$ cat src/rtl/endpoint_tx_host_if.sv
// endpoint_tx_host_if
// Groups the command, payload stream, bus-initiator and status signals of
// endpoint_tx_host. The "slave" modport is the endpoint's view (it accepts
// commands and data, and it drives the bus and status). The "master" modport
// is the host/environment view (it issues commands, supplies data and
// responds on the bus).
//   cmd_*      : send command (valid/ready handshake)
//   data_*     : payload word stream (valid/ready handshake)
//   bus_*      : single-beat write bus driven by the endpoint, with stall/error
//   busy/done/err : status; done and err are one-cycle pulses
interface endpoint_tx_host_if #(
  parameter int NUM_MSGS        = 4,
  parameter int CACHE_NUM_WORDS = 128
);
  localparam int MSG_W  = $clog2(NUM_MSGS);
  localparam int WORD_W = $clog2(CACHE_NUM_WORDS);

  logic              cmd_valid;
  logic              cmd_ready;
  logic [MSG_W-1:0]  cmd_msg_id;
  logic [WORD_W-1:0] cmd_start_word;
  logic [WORD_W:0]   cmd_len;

  logic              data_valid;
  logic              data_ready;
  logic [31:0]       data_word;

  logic              bus_wen;
  logic              bus_ren;
  logic [31:0]       bus_addr;
  logic [31:0]       bus_wdata;
  logic [3:0]        bus_strobe;
  logic [31:0]       bus_rdata;
  logic              bus_error;
  logic              bus_request_stall;

  logic              busy;
  logic              done;
  logic              err;

  modport slave (
    input  cmd_valid, cmd_msg_id, cmd_start_word, cmd_len,
    input  data_valid, data_word,
    input  bus_rdata, bus_error, bus_request_stall,
    output cmd_ready, data_ready,
    output bus_wen, bus_ren, bus_addr, bus_wdata, bus_strobe,
    output busy, done, err
  );

  modport master (
    output cmd_valid, cmd_msg_id, cmd_start_word, cmd_len,
    output data_valid, data_word,
    output bus_rdata, bus_error, bus_request_stall,
    input  cmd_ready, data_ready,
    input  bus_wen, bus_ren, bus_addr, bus_wdata, bus_strobe,
    input  busy, done, err
  );
endinterface

$ cat src/rtl/endpoint_tx_host.sv
// endpoint_tx_host
// Takes a send command (message slot, start word, length), streams the payload
// words into the TX cache window at 0x2000 (wrapping inside the cache), then
// writes the message pointer (4*msg_id <- 4*start_word) and finally kicks the
// send register (0x1004 <- msg_id). Any bus error aborts the command.
// Ports:
//   clk  : clock, all state updates on the rising edge
//   rst  : asynchronous, active-high reset
//   io   : endpoint_tx_host_if.slave (command, payload, bus, status)
//
// state   | meaning
// --------+-----------------------------------------------------------
// IDLE    | waiting for a command, cmd_ready high
// WR_DATA | writing payload word i to the TX cache
// WR_PTR  | writing the message pointer register
// WR_SEND | writing the send register
// DONE    | one-cycle done pulse
// ERR     | one-cycle err pulse (bad length or bus error)
module endpoint_tx_host #(
  parameter int NUM_MSGS        = 4,
  parameter int CACHE_NUM_WORDS = 128
) (
  input logic               clk,
  input logic               rst,
  endpoint_tx_host_if.slave io
);
  localparam int MSG_W  = $clog2(NUM_MSGS);
  localparam int WORD_W = $clog2(CACHE_NUM_WORDS);
  localparam int LEN_W  = WORD_W + 1;
  localparam logic [LEN_W-1:0] DEPTH = LEN_W'(CACHE_NUM_WORDS);

  localparam logic [2:0] S_IDLE    = 3'd0;
  localparam logic [2:0] S_WR_DATA = 3'd1;
  localparam logic [2:0] S_WR_PTR  = 3'd2;
  localparam logic [2:0] S_WR_SEND = 3'd3;
  localparam logic [2:0] S_DONE    = 3'd4;
  localparam logic [2:0] S_ERR     = 3'd5;

  logic [2:0]        state;
  logic [MSG_W-1:0]  msg_id_q;
  logic [WORD_W-1:0] start_q;
  logic [LEN_W-1:0]  len_q;
  logic [LEN_W-1:0]  idx_q;
  logic [LEN_W-1:0]  word_sum;
  logic [LEN_W-1:0]  word_idx;
  logic              wen;
  logic              complete;
  logic              unused_rdata;

  // start < DEPTH and idx < DEPTH, so one conditional subtract is a full modulo
  assign word_sum = {1'b0, start_q} + idx_q;
  assign word_idx = (word_sum >= DEPTH) ? word_sum - DEPTH : word_sum;

  assign complete = wen & ~io.bus_request_stall;

  // Bus fields are pure functions of state and latched fields, so they hold
  // on their own while the bus stalls.
  always_comb begin
    wen           = 1'b0;
    io.bus_addr   = '0;
    io.bus_wdata  = '0;
    io.bus_strobe = '0;
    io.data_ready = 1'b0;
    case (state)
      S_WR_DATA: begin
        wen           = io.data_valid;
        io.bus_addr   = 32'h2000 + (32'(word_idx) << 2);
        io.bus_wdata  = io.data_word;
        io.bus_strobe = 4'hF;
        io.data_ready = io.data_valid & ~io.bus_request_stall;
      end
      S_WR_PTR: begin
        wen           = 1'b1;
        io.bus_addr   = 32'(msg_id_q) << 2;
        io.bus_wdata  = 32'(start_q) << 2;
        io.bus_strobe = 4'hF;
      end
      S_WR_SEND: begin
        wen           = 1'b1;
        io.bus_addr   = 32'h1004;
        io.bus_wdata  = 32'(msg_id_q);
        io.bus_strobe = 4'hF;
      end
      default: ;
    endcase
  end

  assign io.bus_wen   = wen;
  assign io.bus_ren   = 1'b0;
  assign io.busy      = (state != S_IDLE);
  assign io.done      = (state == S_DONE);
  assign io.err       = (state == S_ERR);
  // held low while reset is applied even though the FSM already sits in IDLE
  assign io.cmd_ready = (state == S_IDLE) & ~rst;

  // read data is never used; this is a write-only initiator
  assign unused_rdata = ^io.bus_rdata;

  always_ff @(posedge clk or posedge rst) begin
    if (rst) begin
      state    <= S_IDLE;
      msg_id_q <= '0;
      start_q  <= '0;
      len_q    <= '0;
      idx_q    <= '0;
    end else begin
      case (state)
        S_IDLE: begin
          if (io.cmd_valid) begin
            msg_id_q <= io.cmd_msg_id;
            start_q  <= io.cmd_start_word;
            len_q    <= io.cmd_len;
            idx_q    <= '0;
            if (io.cmd_len == '0 || io.cmd_len > DEPTH) state <= S_ERR;
            else                                        state <= S_WR_DATA;
          end
        end
        S_WR_DATA: begin
          if (complete) begin
            if (io.bus_error)                          state <= S_ERR;
            else if (idx_q == len_q - LEN_W'(1))       state <= S_WR_PTR;
            else                                       idx_q <= idx_q + LEN_W'(1);
          end
        end
        S_WR_PTR: begin
          if (complete) state <= io.bus_error ? S_ERR : S_WR_SEND;
        end
        S_WR_SEND: begin
          if (complete) state <= io.bus_error ? S_ERR : S_DONE;
        end
        S_DONE:  state <= S_IDLE;
        S_ERR:   state <= S_IDLE;
        default: state <= S_IDLE;
      endcase
    end
  end
endmodule

$ cat src/flat_wrapper.sv
// flat-port wrapper written by rule: the top's interface ports become plain ports
module endpoint_tx_host_flat 
#(
  parameter int NUM_MSGS        = 4,
  parameter int CACHE_NUM_WORDS = 128
)
  (clk, rst, io_cmd_valid, io_cmd_msg_id, io_cmd_start_word, io_cmd_len, io_data_valid, io_data_word, io_bus_rdata, io_bus_error, io_bus_request_stall, io_cmd_ready, io_data_ready, io_bus_wen, io_bus_ren, io_bus_addr, io_bus_wdata, io_bus_strobe, io_busy, io_done, io_err);
  endpoint_tx_host_if #(.NUM_MSGS(NUM_MSGS), .CACHE_NUM_WORDS(CACHE_NUM_WORDS)) io_i ();
  input logic clk;
  input logic rst;
  input wire logic [$bits(io_i.cmd_valid)-1:0] io_cmd_valid;
  input wire logic [$bits(io_i.cmd_msg_id)-1:0] io_cmd_msg_id;
  input wire logic [$bits(io_i.cmd_start_word)-1:0] io_cmd_start_word;
  input wire logic [$bits(io_i.cmd_len)-1:0] io_cmd_len;
  input wire logic [$bits(io_i.data_valid)-1:0] io_data_valid;
  input wire logic [$bits(io_i.data_word)-1:0] io_data_word;
  input wire logic [$bits(io_i.bus_rdata)-1:0] io_bus_rdata;
  input wire logic [$bits(io_i.bus_error)-1:0] io_bus_error;
  input wire logic [$bits(io_i.bus_request_stall)-1:0] io_bus_request_stall;
  output wire logic [$bits(io_i.cmd_ready)-1:0] io_cmd_ready;
  output wire logic [$bits(io_i.data_ready)-1:0] io_data_ready;
  output wire logic [$bits(io_i.bus_wen)-1:0] io_bus_wen;
  output wire logic [$bits(io_i.bus_ren)-1:0] io_bus_ren;
  output wire logic [$bits(io_i.bus_addr)-1:0] io_bus_addr;
  output wire logic [$bits(io_i.bus_wdata)-1:0] io_bus_wdata;
  output wire logic [$bits(io_i.bus_strobe)-1:0] io_bus_strobe;
  output wire logic [$bits(io_i.busy)-1:0] io_busy;
  output wire logic [$bits(io_i.done)-1:0] io_done;
  output wire logic [$bits(io_i.err)-1:0] io_err;
  assign io_i.cmd_valid = io_cmd_valid;
  assign io_i.cmd_msg_id = io_cmd_msg_id;
  assign io_i.cmd_start_word = io_cmd_start_word;
  assign io_i.cmd_len = io_cmd_len;
  assign io_i.data_valid = io_data_valid;
  assign io_i.data_word = io_data_word;
  assign io_i.bus_rdata = io_bus_rdata;
  assign io_i.bus_error = io_bus_error;
  assign io_i.bus_request_stall = io_bus_request_stall;
  assign io_cmd_ready = io_i.cmd_ready;
  assign io_data_ready = io_i.data_ready;
  assign io_bus_wen = io_i.bus_wen;
  assign io_bus_ren = io_i.bus_ren;
  assign io_bus_addr = io_i.bus_addr;
  assign io_bus_wdata = io_i.bus_wdata;
  assign io_bus_strobe = io_i.bus_strobe;
  assign io_busy = io_i.busy;
  assign io_done = io_i.done;
  assign io_err = io_i.err;
  endpoint_tx_host #(.NUM_MSGS(NUM_MSGS), .CACHE_NUM_WORDS(CACHE_NUM_WORDS)) u_core (.clk(clk), .rst(rst), .io(io_i));
endmodule
$ cat config.mk
export PLATFORM = sky130hd
export DESIGN_NAME = endpoint_tx_host_flat
export DESIGN_NICKNAME = d
export VERILOG_FILES = /design/src/rtl/endpoint_tx_host_if.sv /design/src/rtl/endpoint_tx_host.sv /design/src/flat_wrapper.sv
export SDC_FILE = /design/constraint.sdc
export NUM_CORES = 1
export LEC_CHECK = 0
export CAP_MARGIN = 5
export CORE_UTILIZATION = 25
export DETAILED_ROUTE_END_ITERATION = 8
export GPL_TIMING_DRIVEN = 0
export MAX_ROUTING_LAYER = met4
export REMOVE_ABC_BUFFERS = 1
export SETUP_SLACK_MARGIN = 0.1
export SYNTH_ARGS = -nofsm -noshare
export SYNTH_HDL_FRONTEND = slang
export SYNTH_SLANG_ARGS = --single-unit
$ cat constraint.sdc
create_clock -name clk -period 5 [get_ports clk]
set_clock_uncertainty 0.05 [all_clocks]
set_input_delay 0.75 -clock clk [delete_from_list [all_inputs] [get_ports clk]]
set_output_delay 0.75 -clock clk [all_outputs]
set_load 0.01 [all_outputs]
=== Word level (Yosys, flattened, before mapping) ===
Index checks and enable logic that the tools add are counted.

* Register bits after elaboration: 28
* Input port bits: 87
* Output and inout bits: 75
* Word-level logic and storage cells: 61

* Reductions and logical operators: 10
* Magnitude comparators: 2
* Mux-type cells: 21
* $add $sub $neg: 5
* Eq/ne operators: 13
* Bitwise operators: 5

{| class="wikitable"
|+ Operators by type and width
! kind !! number
|-
| one-hot mux 32 bit (3 select lines) || 2
|-
| two-way mux 8 bit || 5
|-
| two-way mux 3 bit || 8
|-
| one-hot mux 8 bit (2 select lines) || 1
|-
| adder 14 x 10 -> 15 bit, first input constant || 1
|-
| one-hot mux 3 bit (4 select lines) || 1
|-
| AND reduction 5 bit || 2
|-
| adder 7 x 8 -> 8 bit || 1
|-
| adder 8 x 1 -> 8 bit, second input constant || 1
|-
| == test 8 bit || 1
|-
| greater-or-equal comparator 8 bit, second input constant || 1
|-
| greater-than comparator 8 bit, second input constant || 1
|-
| zero test 8 bit || 1
|-
| subtractor 8 x 1 -> 8 bit, second input constant || 1
|-
| subtractor 8 bit, second input constant || 1
|-
| == test 3 x 2 -> 1 bit, second input constant || 2
|-
| == test 3 bit, second input constant || 2
|-
| inequality test 2 x 1 -> 1 bit, second input constant || 3
|-
| inequality test 2 bit, second input constant || 3
|-
| two-way mux 4 bit || 1
|-
| AND 1 bit || 3
|-
| == test 3 x 1 -> 1 bit, second input constant || 1
|-
| zero test 3 bit || 1
|-
| inequality test 3 x 2 -> 1 bit, second input constant || 1
|-
| other kinds (9) || 11
|}

=== Longest topological paths before layout ===
* Depth in word-level cells: 6
* Gate-level depth with buffers: 11

=== Worst setup path before layout ===
OpenSTA, ideal clock, no wires.

* Path kind: reg2out
* Start: reg u_core.idx_q[0]
* End: out io_bus_addr[8]
* Path buffers: 0
* Data arrival time: 1.949 ns
* Path slack: 2.251 ns
* Stages on the path, launching flop included: 9
* Cell sequence: dfrtp_1 -> ha_1 -> fa_1 -> a21o_1 -> a21o_1 -> a21o_1 -> a21oi_1 -> xor2_1 -> nor2_1

* Longest elaborated chain between the ends: 5
* Elaborated cells between the ends (all ways): 6
* Those cells by class: add/sub: 3; order compare: 1; mux: 2

{| class="wikitable"
|+ RTL lines
! item !! line !! RTL
|-
| start, declared || endpoint_tx_host.sv:43 || <nowiki>logic [LEN_W-1:0] idx_q;</nowiki>
|-
| start signal, assigned || endpoint_tx_host.sv:122 || <nowiki>else idx_q <= idx_q + LEN_W'(1);</nowiki>
|-
| adder 7 x 8 -> 8 bit * || endpoint_tx_host.sv:51 || <nowiki>assign word_sum = {1'b0, start_q} + idx_q;</nowiki>
|-
| subtractor 8 bit or greater-or-equal comparator 8 bit (tied branches) || endpoint_tx_host.sv:52 || <nowiki>assign word_idx = (word_sum >= DEPTH) ? word_sum - DEPTH : word_sum;</nowiki>
|-
| two-way mux 8 bit * || endpoint_tx_host.sv:52 ||
|-
| adder 14 x 10 -> 15 bit * || endpoint_tx_host.sv:67 || <nowiki>io.bus_addr = 32'h2000 + (32'(word_idx) << 2);</nowiki>
|-
| one-hot mux 32 bit (3 select lines) * || endpoint_tx_host.sv:64 || <nowiki>case (state)</nowiki>
|-
| end, declared || flat_wrapper.sv:24 || <nowiki>output wire logic [$bits(io_i.bus_addr)-1:0] io_bus_addr;</nowiki>
|}

Mark *: on every way between the ends. The rest lies on a longest branch, timed or not.

=== Worst setup path after layout ===
* Start: reg u_core.state[0]
* End: out io_bus_wdata[0]

* Longest elaborated chain between the ends: 2
* Elaborated cells between the ends (all ways): 4
* Those cells by class: eq/ne: 3; mux: 1

{| class="wikitable"
|+ RTL lines
! item !! line !! RTL
|-
| start, declared || endpoint_tx_host.sv:39 || <nowiki>logic [2:0] state;</nowiki>
|-
| start signal, assigned || endpoint_tx_host.sv:126 || <nowiki>if (complete) state <= io.bus_error ? S_ERR : S_WR_SEND;</nowiki>
|-
| start signal, assigned || endpoint_tx_host.sv:129 || <nowiki>if (complete) state <= io.bus_error ? S_ERR : S_DONE;</nowiki>
|-
| == test 3 x 2 -> 1 bit or == test 3 x 1 -> 1 bit (tied branches) || endpoint_tx_host.sv:64 ||
|-
| one-hot mux 32 bit (3 select lines) * || endpoint_tx_host.sv:64 ||
|-
| end, declared || flat_wrapper.sv:25 || <nowiki>output wire logic [$bits(io_i.bus_wdata)-1:0] io_bus_wdata;</nowiki>
|}

Marked as above.

==> results.ini <==
[run_status]
outcome=finished clean

[die]
die_y_um=101
die_area_um2=10200
coreArea_um2=9330
die_w_um=101
io_pins=162
start_util_pct=26.2
rows=35

[sta]
slew_headroom_pct=36.3
finalSetupViolations=0
fmax_mhz=246
drv_slew=0
rsz0062_at_grt=false
fin_crit_sh_pct=81.2
tightest_slew_ns=0.956
timing.final.crit_period_ns=4.06
tns_ns=0
finalHoldViolations=0

[run]
drv_cap=0

[global_route]
grt_overflow=0
antenna_found_initial=0
grt_util_all_layers_pct=13.6
grt_pass1_wl_um=10700
grt_start_max_net_pins=29
grt_pass1_vias=2292

[power]
peakVddDrop_v=0.000166
pwr_density_cell_nw_per_um2=467
leakage_nw=1.60
finalPower_mw=1.66

[critical_path]
cp_cell_sequence=inv_1 -> nor2_1 -> nand2b_1 -> inv_1 -> a22o_1 -> clkdlybuf4s50_1
path_class=reg2out
reg2reg_to=u_core.state[0]$_DFFE_PP0P_
rr_startpoint=u_core.len_q[0]$_DFFE_PP0P_
path_common_cell=inv_1
slowest_delay_ns=0.60
crit_family=buffers and inverters
startpoint_type=flip-flop
r2r_setup_slack_ns=2.21
reg2regPathDepth=9
arrival_ns=3.26
critPathMaxFanout=28
cp.required_ns=4.20
crit_slowest_cell=inv_1
endpoint_kind=output port
critical_path_buf_inv_count=3

[cts]
htree_levels=1
cts_max_path_buffers=2
path_clk_slew_ns=0.10
cts.sinks=28
cts_buffers=3
cts-hold-fix-buffers=0
cts_root_buf=clkbuf_8
cts-resized-gates=0
post-cts-setup-buffer-count=0
clock_latency_ns=0.27
cts_tree=yes

[logic_synthesis]
synth_area_leader_cell=dfrtp_1
synth_area_leaders=dfrtp_1 (29%), nand2_1 (9.7%), buf_4 (8.3%), and2_1 (7.2%), ha_1 (4.6%)
ys_ff_latch=28
yosys-top-cells-count=nand2_1 (63), and2_1 (28), dfrtp_1 (28)
synth_most_common_cell=nand2_1
syn_avg_cell_area_um2=7.82
synth_top_area_share_pct=28.7
synthFlopType=dfrtp_1
netlist_area_um2=2440
yosys.cell_types.count=46
synth_seq_area_share_pct=28.7
synth_cells=312
synth-edff-count=0
ys_warn_count=0
synth_async_sr_flop_share_pct=100

[routing]
vias=2315
drt_iter0_drc=68
vias_per_cell=4.37
drt_pass1_iterations=5
drt_wl_total_um=6700
drc=0
wl_per_cell_um=12.6
antenna_left=0

[min_path]
hold_depth=2
hp-class=reg2reg
hold_end=u_core.len_q[7]$_DFFE_PP0P_
hold_start=u_core.len_q[7]$_DFFE_PP0P_

[cells_and_area]
areaGrowthSynthToFinish_pct=45.3
diodes=0
final_nets=499
drive_above_1_share_pct=3.49
final_util_pct=38.0

[placed_design]
place.port_buffers=105
gp_congestion=0.791
dp.final_hpwl_um=5170

==> layer usage <==
metal / global-route usage (%) / up-vias / wire length, um
met5: - / - / 0
met4: 3.57 / 0 / 96
met3: 1.46 / 6 / 260
met2: 22.8 / 62 / 3360
met1: 17.5 / 1077 / 2980
li1: - / 1170 / -
==> how the worst max path moves through the flow <==
stage | from | end | slack (ns) | cells past startpoint
after floorplan | u_core.idx_q[0]$_DFFE_PP0P_ | io_bus_addr[8] | 2.25 | 8
after global placement | u_core.state[0]$_DFFE_PP0P_ | io_bus_wdata[0] | 1.27 | 6
after CTS | u_core.state[0]$_DFFE_PP0P_ | io_bus_wdata[22] | 0.88 | 6
after global routing | u_core.state[0]$_DFFE_PP0P_ | io_bus_wdata[0] | 0.68 | 6
after detailed placement | u_core.state[0]$_DFFE_PP0P_ | io_bus_wdata[22] | 1.21 | 6
final | u_core.state[0]$_DFFE_PP0P_ | io_bus_wdata[0] | 0.94 | 6
==> where the power goes <==
part	total [mW]	internal, mW	switching, mW
clock network	0.143	0.0706	0.0722
registers	0.434	0.305	0.129
logic	1.08	0.561	0.520
==> worst register-to-register path: stages (launching register included) <==
cell,delay (ns)
dfrtp_1,0.45
inv_1,0.08
ha_1,0.31
nand2b_1,0.18
nand3_1,0.08
o21ai_0,0.14
a2111oi_4,0.35
a21oi_2,0.24
or4_4,0.55
o31a_1,0.25
==> sequential cells by signal, indices dropped and copies added (netlist names) <==
name             flops
u_core.len_q         8
u_core.msg_id_q      2
u_core.idx_q         8
u_core.start_q       7
u_core.state         3
==> layout by cell type, fill, tap and decap left out, drive strengths merged, types with 3 or more instances in the layout <==
cell / instances
a211oi: 3
a21o: 8
a21oi: 12
a22oi: 8
and2: 28
and4: 3
clkbuf: 4
clkdlybuf4s50: 105
conb: 24
dfrtp: 28
ha: 9
inv: 7
mux2i: 4
nand2: 63
nand2b: 5
nand3: 5
nand4: 3
nor2: 24
nor2b: 4
nor3: 5
nor4: 3
o21ai: 7
o21bai: 3
xnor2: 9
xor2: 7
==> per-stage QoR <==
step | std cells | area (um^2) | hold WS, ns | worst slack [ns]
2_1_floorplan | 291 | 2250 | 0.416 | 2.25
3_3_place_gp | 525 | 3460 | 0.445 | 1.27
3_5_place_dp | 525 | 3460 | 0.440 | 1.21
4_1_cts | 529 | 3520 | 0.471 | 0.882
5_1_grt | 530 | 3550 | 0.510 | 0.682
6_report | 530 | 3550 | 0.465 | 0.942
==> cell families after synthesis <==
logic type	Yosys count	share of synthesized area, %
buffers and inverters	51	12.4
AO/OA/AOI/OAI	50	15.0
adder cells (fa/ha/maj)	10	5.43
multiplexers	5	2.10
other	1	0.154
AND/OR/NAND/NOR	151	30.5
XOR/XNOR	16	5.74
flip-flops	28	28.7
==> cell type report <==
type                    count  area [um^2]
multi-input cells         256         1530
well taps                 129          161
flip-flops and latches     28          701
clock buffers               4         55.1
inverters                   7         26.3
fillers                   972         5780
repair buffers            106         1080
Note: power is estimated with default switching activity, not from simulation.
